<file path="config.mk">
export PLATFORM = sky130hd
export DESIGN_NAME = uart_mvm_tile
export DESIGN_NICKNAME = d
export VERILOG_FILES = /design/src/rtl/uart_mvm_tile.sv
export SDC_FILE = /design/constraint.sdc
export NUM_CORES = 1
export LEC_CHECK = 0
export ABC_AREA = 0
export BUFFER_PORTS_ARGS = -buffer_cell sky130_fd_sc_hd__buf_4
export CAP_MARGIN = 20
export CORE_MARGIN = 5
export CORE_UTILIZATION = 55
export CTS_BUF_LIST = sky130_fd_sc_hd__clkbuf_2
export DETAILED_ROUTE_END_ITERATION = 10
export HOLD_SLACK_MARGIN = 0.03
export PLACE_DENSITY = 0.71
export SLEW_MARGIN = 15
export SYNTH_ARGS = -nofsm -noshare
export SYNTH_HDL_FRONTEND = slang
export SYNTH_SLANG_ARGS = --single-unit
</file>
<file path="constraint.sdc">
create_clock -name clk -period 13.1 [get_ports clk]
set_input_delay 1.31 -clock clk [delete_from_list [all_inputs] [get_ports clk]]
set_output_delay 1.31 -clock clk [all_outputs]
set_load 0.01 [all_outputs]
</file>
<file path="src/rtl/uart_mvm_tile.sv">
// UART-fed signed 4x4 matrix-vector multiplier tile: receives a 6-byte {K,X} frame,
// computes Y = K*X and returns the 40-bit sign-extended result as 5 UART bytes.
module uart_mvm_tile #(
   parameter int unsigned R                = 4,
   parameter int unsigned C                = 4,
   parameter int unsigned W_X              = 4,
   parameter int unsigned W_K              = 2,
   parameter int unsigned W_Y_OUT          = 10,
   parameter int unsigned CLOCKS_PER_PULSE = 4,
   parameter int unsigned BITS_PER_WORD    = 8,
   parameter int unsigned PACKET_SIZE_TX   = 13
) (
   input  logic       clk,
   input  logic       rst,
   input  logic       ena,
   input  logic [7:0] ui_in,
   output logic [7:0] uo_out,
   input  logic [7:0] uio_in,
   output logic [7:0] uio_out,
   output logic [7:0] uio_oe
);

   localparam int unsigned W_Y         = W_X + W_K + $clog2(C);
   localparam int unsigned KX_W        = C * W_X + R * C * W_K;
   localparam int unsigned FRAME_BYTES = KX_W / BITS_PER_WORD;
   localparam int unsigned Y_W         = R * W_Y_OUT;
   localparam int unsigned TX_BYTES    = Y_W / BITS_PER_WORD;
   localparam int unsigned CNT_W       = (CLOCKS_PER_PULSE > 1) ? $clog2(CLOCKS_PER_PULSE) : 1;
   localparam int unsigned RXB_W       = $clog2(BITS_PER_WORD);
   localparam int unsigned FB_W        = $clog2(FRAME_BYTES);
   localparam int unsigned TXBIT_W     = $clog2(PACKET_SIZE_TX);
   localparam int unsigned TXB_W       = $clog2(TX_BYTES);

   localparam logic [CNT_W-1:0]   CNT_MAX    = CNT_W'(CLOCKS_PER_PULSE - 1);
   localparam logic [CNT_W-1:0]   CNT_HALF   = CNT_W'(CLOCKS_PER_PULSE / 2 - 1);
   localparam logic [RXB_W-1:0]   RXB_LAST   = RXB_W'(BITS_PER_WORD - 1);
   localparam logic [FB_W-1:0]    FB_LAST    = FB_W'(FRAME_BYTES - 1);
   localparam logic [TXBIT_W-1:0] TXBIT_LAST = TXBIT_W'(PACKET_SIZE_TX - 1);
   localparam logic [TXB_W-1:0]   TXB_LAST   = TXB_W'(TX_BYTES - 1);

   typedef enum logic [1:0] {RX_IDLE, RX_START, RX_DATA, RX_STOP} rx_state_t;
   typedef enum logic {TX_IDLE, TX_SEND} tx_state_t;

   // ---------------- RX ----------------
   rx_state_t                  rx_state, rx_state_n;
   logic                       rx_meta, rx_sync;
   logic [CNT_W-1:0]           rx_cnt;
   logic [RXB_W-1:0]           rx_bit;
   logic [BITS_PER_WORD-2:0]   rx_shift;
   logic [BITS_PER_WORD-1:0]   rx_byte;
   logic [FB_W-1:0]            rx_byte_cnt;
   logic [KX_W-1:0]            frame;
   logic                       frame_done;
   logic                       rx_half, rx_full, rx_sample, rx_accept;

   always_comb begin
      rx_half    = (rx_cnt == CNT_HALF);
      rx_full    = (rx_cnt == CNT_MAX);
      rx_sample  = (rx_state == RX_DATA) && rx_full;
      rx_byte    = {rx_sync, rx_shift};
      rx_state_n = rx_state;
      rx_accept  = 1'b0;
      case (rx_state)
         RX_IDLE:  if (!rx_sync) rx_state_n = RX_START;
         RX_START: if (rx_half) rx_state_n = rx_sync ? RX_IDLE : RX_DATA;
         RX_DATA:  if (rx_full && rx_bit == RXB_LAST) begin
                      rx_state_n = RX_STOP;
                      rx_accept  = 1'b1;
                   end
         RX_STOP:  if (rx_full) rx_state_n = RX_IDLE;
         default:  rx_state_n = RX_IDLE;
      endcase
   end

   always_ff @(posedge clk) begin
      if (rst) rx_state <= RX_IDLE;
      else     rx_state <= rx_state_n;
   end

   // The byte is committed as its last data bit is sampled, so the stop bit
   // period overlaps the compute and TX start-up latency.
   always_ff @(posedge clk) begin
      if (rst) begin
         rx_meta     <= 1'b1;
         rx_sync     <= 1'b1;
         rx_cnt      <= '0;
         rx_bit      <= '0;
         rx_shift    <= '0;
         rx_byte_cnt <= '0;
         frame       <= '0;
         frame_done  <= 1'b0;
      end else begin
         rx_meta <= ui_in[0];
         rx_sync <= rx_meta;
         if (rx_state_n != rx_state || rx_full) rx_cnt <= '0;
         else                                   rx_cnt <= rx_cnt + 1'b1;
         if (rx_state == RX_START) rx_bit <= '0;
         else if (rx_sample)       rx_bit <= rx_bit + 1'b1;
         if (rx_sample) rx_shift <= {rx_sync, rx_shift[BITS_PER_WORD-2:1]};
         for (int unsigned n = 0; n < FRAME_BYTES; n++) begin
            if (rx_accept && rx_byte_cnt == FB_W'(n))
               frame[BITS_PER_WORD*n +: BITS_PER_WORD] <= rx_byte;
         end
         if (rx_accept) rx_byte_cnt <= (rx_byte_cnt == FB_LAST) ? '0 : rx_byte_cnt + 1'b1;
         frame_done <= rx_accept && (rx_byte_cnt == FB_LAST);
      end
   end

   // ---------------- MVM ----------------
   // Sign-extended operands multiplied modulo 2^W_Y give the exact signed result.
   logic [Y_W-1:0] ybus;
   logic [W_Y-1:0] acc, xv, kv;

   always_comb begin
      ybus = '0;
      acc  = '0;
      xv   = '0;
      kv   = '0;
      for (int unsigned r = 0; r < R; r++) begin
         acc = '0;
         for (int unsigned c = 0; c < C; c++) begin
            xv  = {{(W_Y-W_X){frame[W_X*c + W_X - 1]}}, frame[W_X*c +: W_X]};
            kv  = {{(W_Y-W_K){frame[C*W_X + C*W_K*r + W_K*c + W_K - 1]}},
                   frame[C*W_X + C*W_K*r + W_K*c +: W_K]};
            acc = acc + kv * xv;
         end
         ybus[W_Y_OUT*r +: W_Y_OUT] = {{(W_Y_OUT-W_Y){acc[W_Y-1]}}, acc};
      end
   end

   // ---------------- Result buffer + TX ----------------
   tx_state_t             tx_state, tx_state_n;
   logic [Y_W-1:0]        pend, tx_word;
   logic                  pend_valid;
   logic [CNT_W-1:0]      tx_cnt;
   logic [TXBIT_W-1:0]    tx_bit;
   logic [TXB_W-1:0]      tx_byte;
   logic [PACKET_SIZE_TX-1:0] tx_pkt;
   logic                  tx_load, tx_bit_end, tx_byte_end;

   function automatic logic [PACKET_SIZE_TX-1:0] packet(input logic [BITS_PER_WORD-1:0] b);
      return {{(PACKET_SIZE_TX-BITS_PER_WORD-1){1'b1}}, b, 1'b0};
   endfunction

   always_comb begin
      tx_bit_end  = (tx_cnt == CNT_MAX);
      tx_byte_end = tx_bit_end && (tx_bit == TXBIT_LAST);
      tx_state_n  = tx_state;
      tx_load     = 1'b0;
      case (tx_state)
         TX_IDLE: if (pend_valid) begin
                     tx_load    = 1'b1;
                     tx_state_n = TX_SEND;
                  end
         TX_SEND: if (tx_byte_end && tx_byte == TXB_LAST) tx_state_n = TX_IDLE;
         default: tx_state_n = TX_IDLE;
      endcase
   end

   always_ff @(posedge clk) begin
      if (rst) tx_state <= TX_IDLE;
      else     tx_state <= tx_state_n;
   end

   // A new frame always lands in pend; if TX grabs the old entry that same cycle it is not lost.
   always_ff @(posedge clk) begin
      if (rst) begin
         pend       <= '0;
         pend_valid <= 1'b0;
         tx_word    <= '0;
         tx_cnt     <= '0;
         tx_bit     <= '0;
         tx_byte    <= '0;
         tx_pkt     <= '1;
      end else begin
         if (frame_done) begin
            pend       <= ybus;
            pend_valid <= 1'b1;
         end else if (tx_load) begin
            pend_valid <= 1'b0;
         end
         if (tx_load) begin
            tx_pkt  <= packet(pend[BITS_PER_WORD-1:0]);
            tx_word <= pend >> BITS_PER_WORD;
            tx_cnt  <= '0;
            tx_bit  <= '0;
            tx_byte <= '0;
         end else if (tx_state == TX_SEND) begin
            tx_cnt <= tx_bit_end ? '0 : tx_cnt + 1'b1;
            if (tx_byte_end) begin
               tx_bit  <= '0;
               tx_byte <= tx_byte + 1'b1;
               tx_word <= tx_word >> BITS_PER_WORD;
               tx_pkt  <= (tx_byte == TXB_LAST) ? '1 : packet(tx_word[BITS_PER_WORD-1:0]);
            end else if (tx_bit_end) begin
               tx_bit <= tx_bit + 1'b1;
               tx_pkt <= {1'b1, tx_pkt[PACKET_SIZE_TX-1:1]};
            end
         end
      end
   end

   assign uo_out  = {7'b0, tx_pkt[0]};
   assign uio_out = '0;
   assign uio_oe  = '0;

   logic unused_ok;
   assign unused_ok = &{1'b0, ena, ui_in[7:1], uio_in};

endmodule

</file>
==> results.md <==
* Status: complete, no violations
* Post-CTS sizing at 0
* CTS tree: done
* Min-delay src: rx_meta
* Die area at 23470 um2
* Gr usage total at 20.35%
* Power, Total at 762.0 uW
* Cells after DPL at 1461
* Yosys warnings at 0
* IO Pins at 43
* Avg WL per Cell at 15.67 um
* Fin cells at 1493
* Final min period at 4.955 ns
* Largest net degree at the start of global routing at 86
* Largest cells by area after synthesis: dfxtp_1 27%, fa_1 21%, ha_1 7.3%
* Slew HR at 40.94%
* Synth Area per Inst at 9.036 um2
* Routability Congestion at 0.8399
* Router iterations before antenna repair at 6
* Area Growth Syn to Fin at 2.308%
* Reg-to-Reg Start: frame[9]
* Nets at 1411
* DR DRC count at 0
* Hold Crit Class: register to register
* Setup TNS at 0 ns
* Met2 wire len at 11060 um
* Rows at 52
* Die Span Y at 153.2 um
* Synth cell count leaders: 183 x inv_1, 150 x dfxtp_1, 116 x fa_1, 116 x nor2_1, 94 x nand2_1
* Initial antenna violation count at 1
* Post-DP HPWL at 17440 um
* Vias in the first global route at 7587
* First-pass GRT wire length at 38760 um
* Htree depth at 4
* Final setup fails at 0
* Root Buffer: clkbuf_2
* Detailed Route Iter0 Violations at 492
* Max Slew Vio Count at 0
* Metal-1 WL at 10890 um
* Largest delay share family, worst path: adder cells
* PwrDens at 66.04 nW/um2
* Initial core utilization at 55.73%
* Slowest cell delay on critical path at 0.86 ns
* Clock skew at 0.05204 ns
* Die X at 153.2 um
* Area share of the largest cell type after synthesis at 26.63%
* CP Class: register to register
* Synth Instances at 1248
* Final instance area at 11540 um2
* Cell leakage power at 0.005340 uW
* Final hold viol count at 0
* Setup crit start kind: register
* Most frequent cell after synthesis: inv_1
* Critical Path RT at 13.77 ns
* Yosys cell types at 58
* Seq/Total Area, Yosys at 26.63%
* Metal3 WL at 982 um
* Max cap viols at 0
* Core box area at 20230 um2
* Buf/Inv on CP at 4
* Fmax at 201.8 MHz
* Clock slew at reported path FFs at 0.27 ns
* Share of cells above drive strength 1 at 4.664%
* DP Area at 11270 um2
* Area leader, netlist: dfxtp_1
* Max Used Layer: met4
* Max VDD drop at 0.00006514 V
* Num CTS Buffers at 17
* EDFF count, synth at 0
* Critical Path Fanout Max at 13
* DRT antenna net count at 0
* Synth Register Bits at 150
* Worst slack at placement at 8.301 ns
* Async set-or-reset flop fraction in the synthesized netlist at 0%
* Congestion Overflow GR at 0
* Syn Std Cell Area at 11280 um2
* CTS Hold Bufs at 0
* Crit end category: register
* Final wirelength at 23390 um
* Final worst slack at 8.145 ns
* Clock insertion delay at the later pin of the skew report at 0.76 ns
* Critical Path AT at 5.63 ns
* RSZ-0062 raised after global routing: false
* IO Port Bufs at 3
* Buffer count from post-CTS setup fixing at 0
* Slowest CP cell: dfxtp_1
* Worst Setup SP: frame[9]
* Clock Sinks at 150
* Synth Flop Type: dfxtp_1
* Vias/cell at 5.303
* Crit path cell chain: nor2b_1, fa_1, inv_1, fa_1, inv_1, fa_1, inv_1, fa_1, inv_1, ha_1, a21oi_1, a21oi_1, o41ai_1, xnor3_1, a211oi_1
* Clock Path Buffers at 2
* Routed via count at 7918
* Final period utilization at 37.82%
* Slew @ Worst Pin at 0.8859 ns
==> stage by stage <==
step,hold slack (ns),util [%]
finish,0.4467,57.02
global route,0.4613,57.02
CTS,0.4483,57.01
detailed placement,0.3984,55.72
global placement,0.3943,55.72
floorplan,0.3895,-
==> area by class of cell <==
type                            count  area [um2]
Clock inverter                     14       175.2
Tap cell                          270       337.8
Antenna cell                        1       2.502
Clock buffer                       17       85.08
Multi-Input combinational cell    851        7193
Fill cell                        1801        8697
Timing Repair Buffer                7       52.55
Inverter                          183       686.9
Sequential cell                   150        3004
==> cell usage in the layout (no fill, tap or decap), drive strengths merged, types with 7 or more instances in the layout <==
master    n
a21oi    65
a31oi    12
clkbuf   17
a22o     10
nand2    94
inv     194
nand2b   29
ha       66
xor2     10
and2     60
nor2    118
o21ai    18
a22oi    13
fa      116
o21bai    9
a211oi    8
nand4     7
a21o     12
buf       7
nor2b    20
dfxtp   150
nand3    26
xnor2    23
mux2i    52
conb     23
==> metal layers <==
metal	global-route usage, %	vias up
met4	5.558	0
met1	28.30	3825
met3	2.969	35
li1	-	3899
met2	33.45	159
met5	0	-
==> cell families after synthesis <==
logic type / Yosys count / share of synthesized area, %
flip-flops: 150 / 26.63
adder cells (fa/ha/maj): 182 / 27.92
AO/OA/AOI/OAI: 176 / 10.50
other: 1 / 0.03325
AND/OR/NAND/NOR: 379 / 16.41
buffers and inverters: 269 / 10.34
multiplexers: 54 / 4.815
XOR/XNOR: 37 / 3.362
==> sequential cells by signal (all words and copies together), names as in the netlist, 2 cells and up <==
| name | flops |
|---|---|
| tx_bit | 4 |
| rx_shift | 7 |
| rx_state | 2 |
| tx_word | 30 |
| rx_cnt | 2 |
| frame | 48 |
| pend | 32 |
| tx_pkt | 9 |
| rx_bit | 3 |
| tx_byte | 3 |
| tx_cnt | 2 |
| rx_byte_cnt | 3 |
==> power breakdown <==
group | switching, uW | internal (uW) | leakage [uW]
sequential | 1.46 | 459 | 0.00121
combinational | 12.9 | 3.47 | 0.00397
clock | 188 | 97.1 | 0.000159
total | 202 | 560 | 0.00534
==> final timing paths <==
check / slack, ns / endpoint / cells after the start
max: 8.15 / pend[29] / 15
min: 0.45 / rx_sync / 1
max reg2reg: 8.15 / pend[29] / 15
min reg2reg: 0.45 / rx_sync / 1
Note: power is estimated with default switching activity, not from simulation.
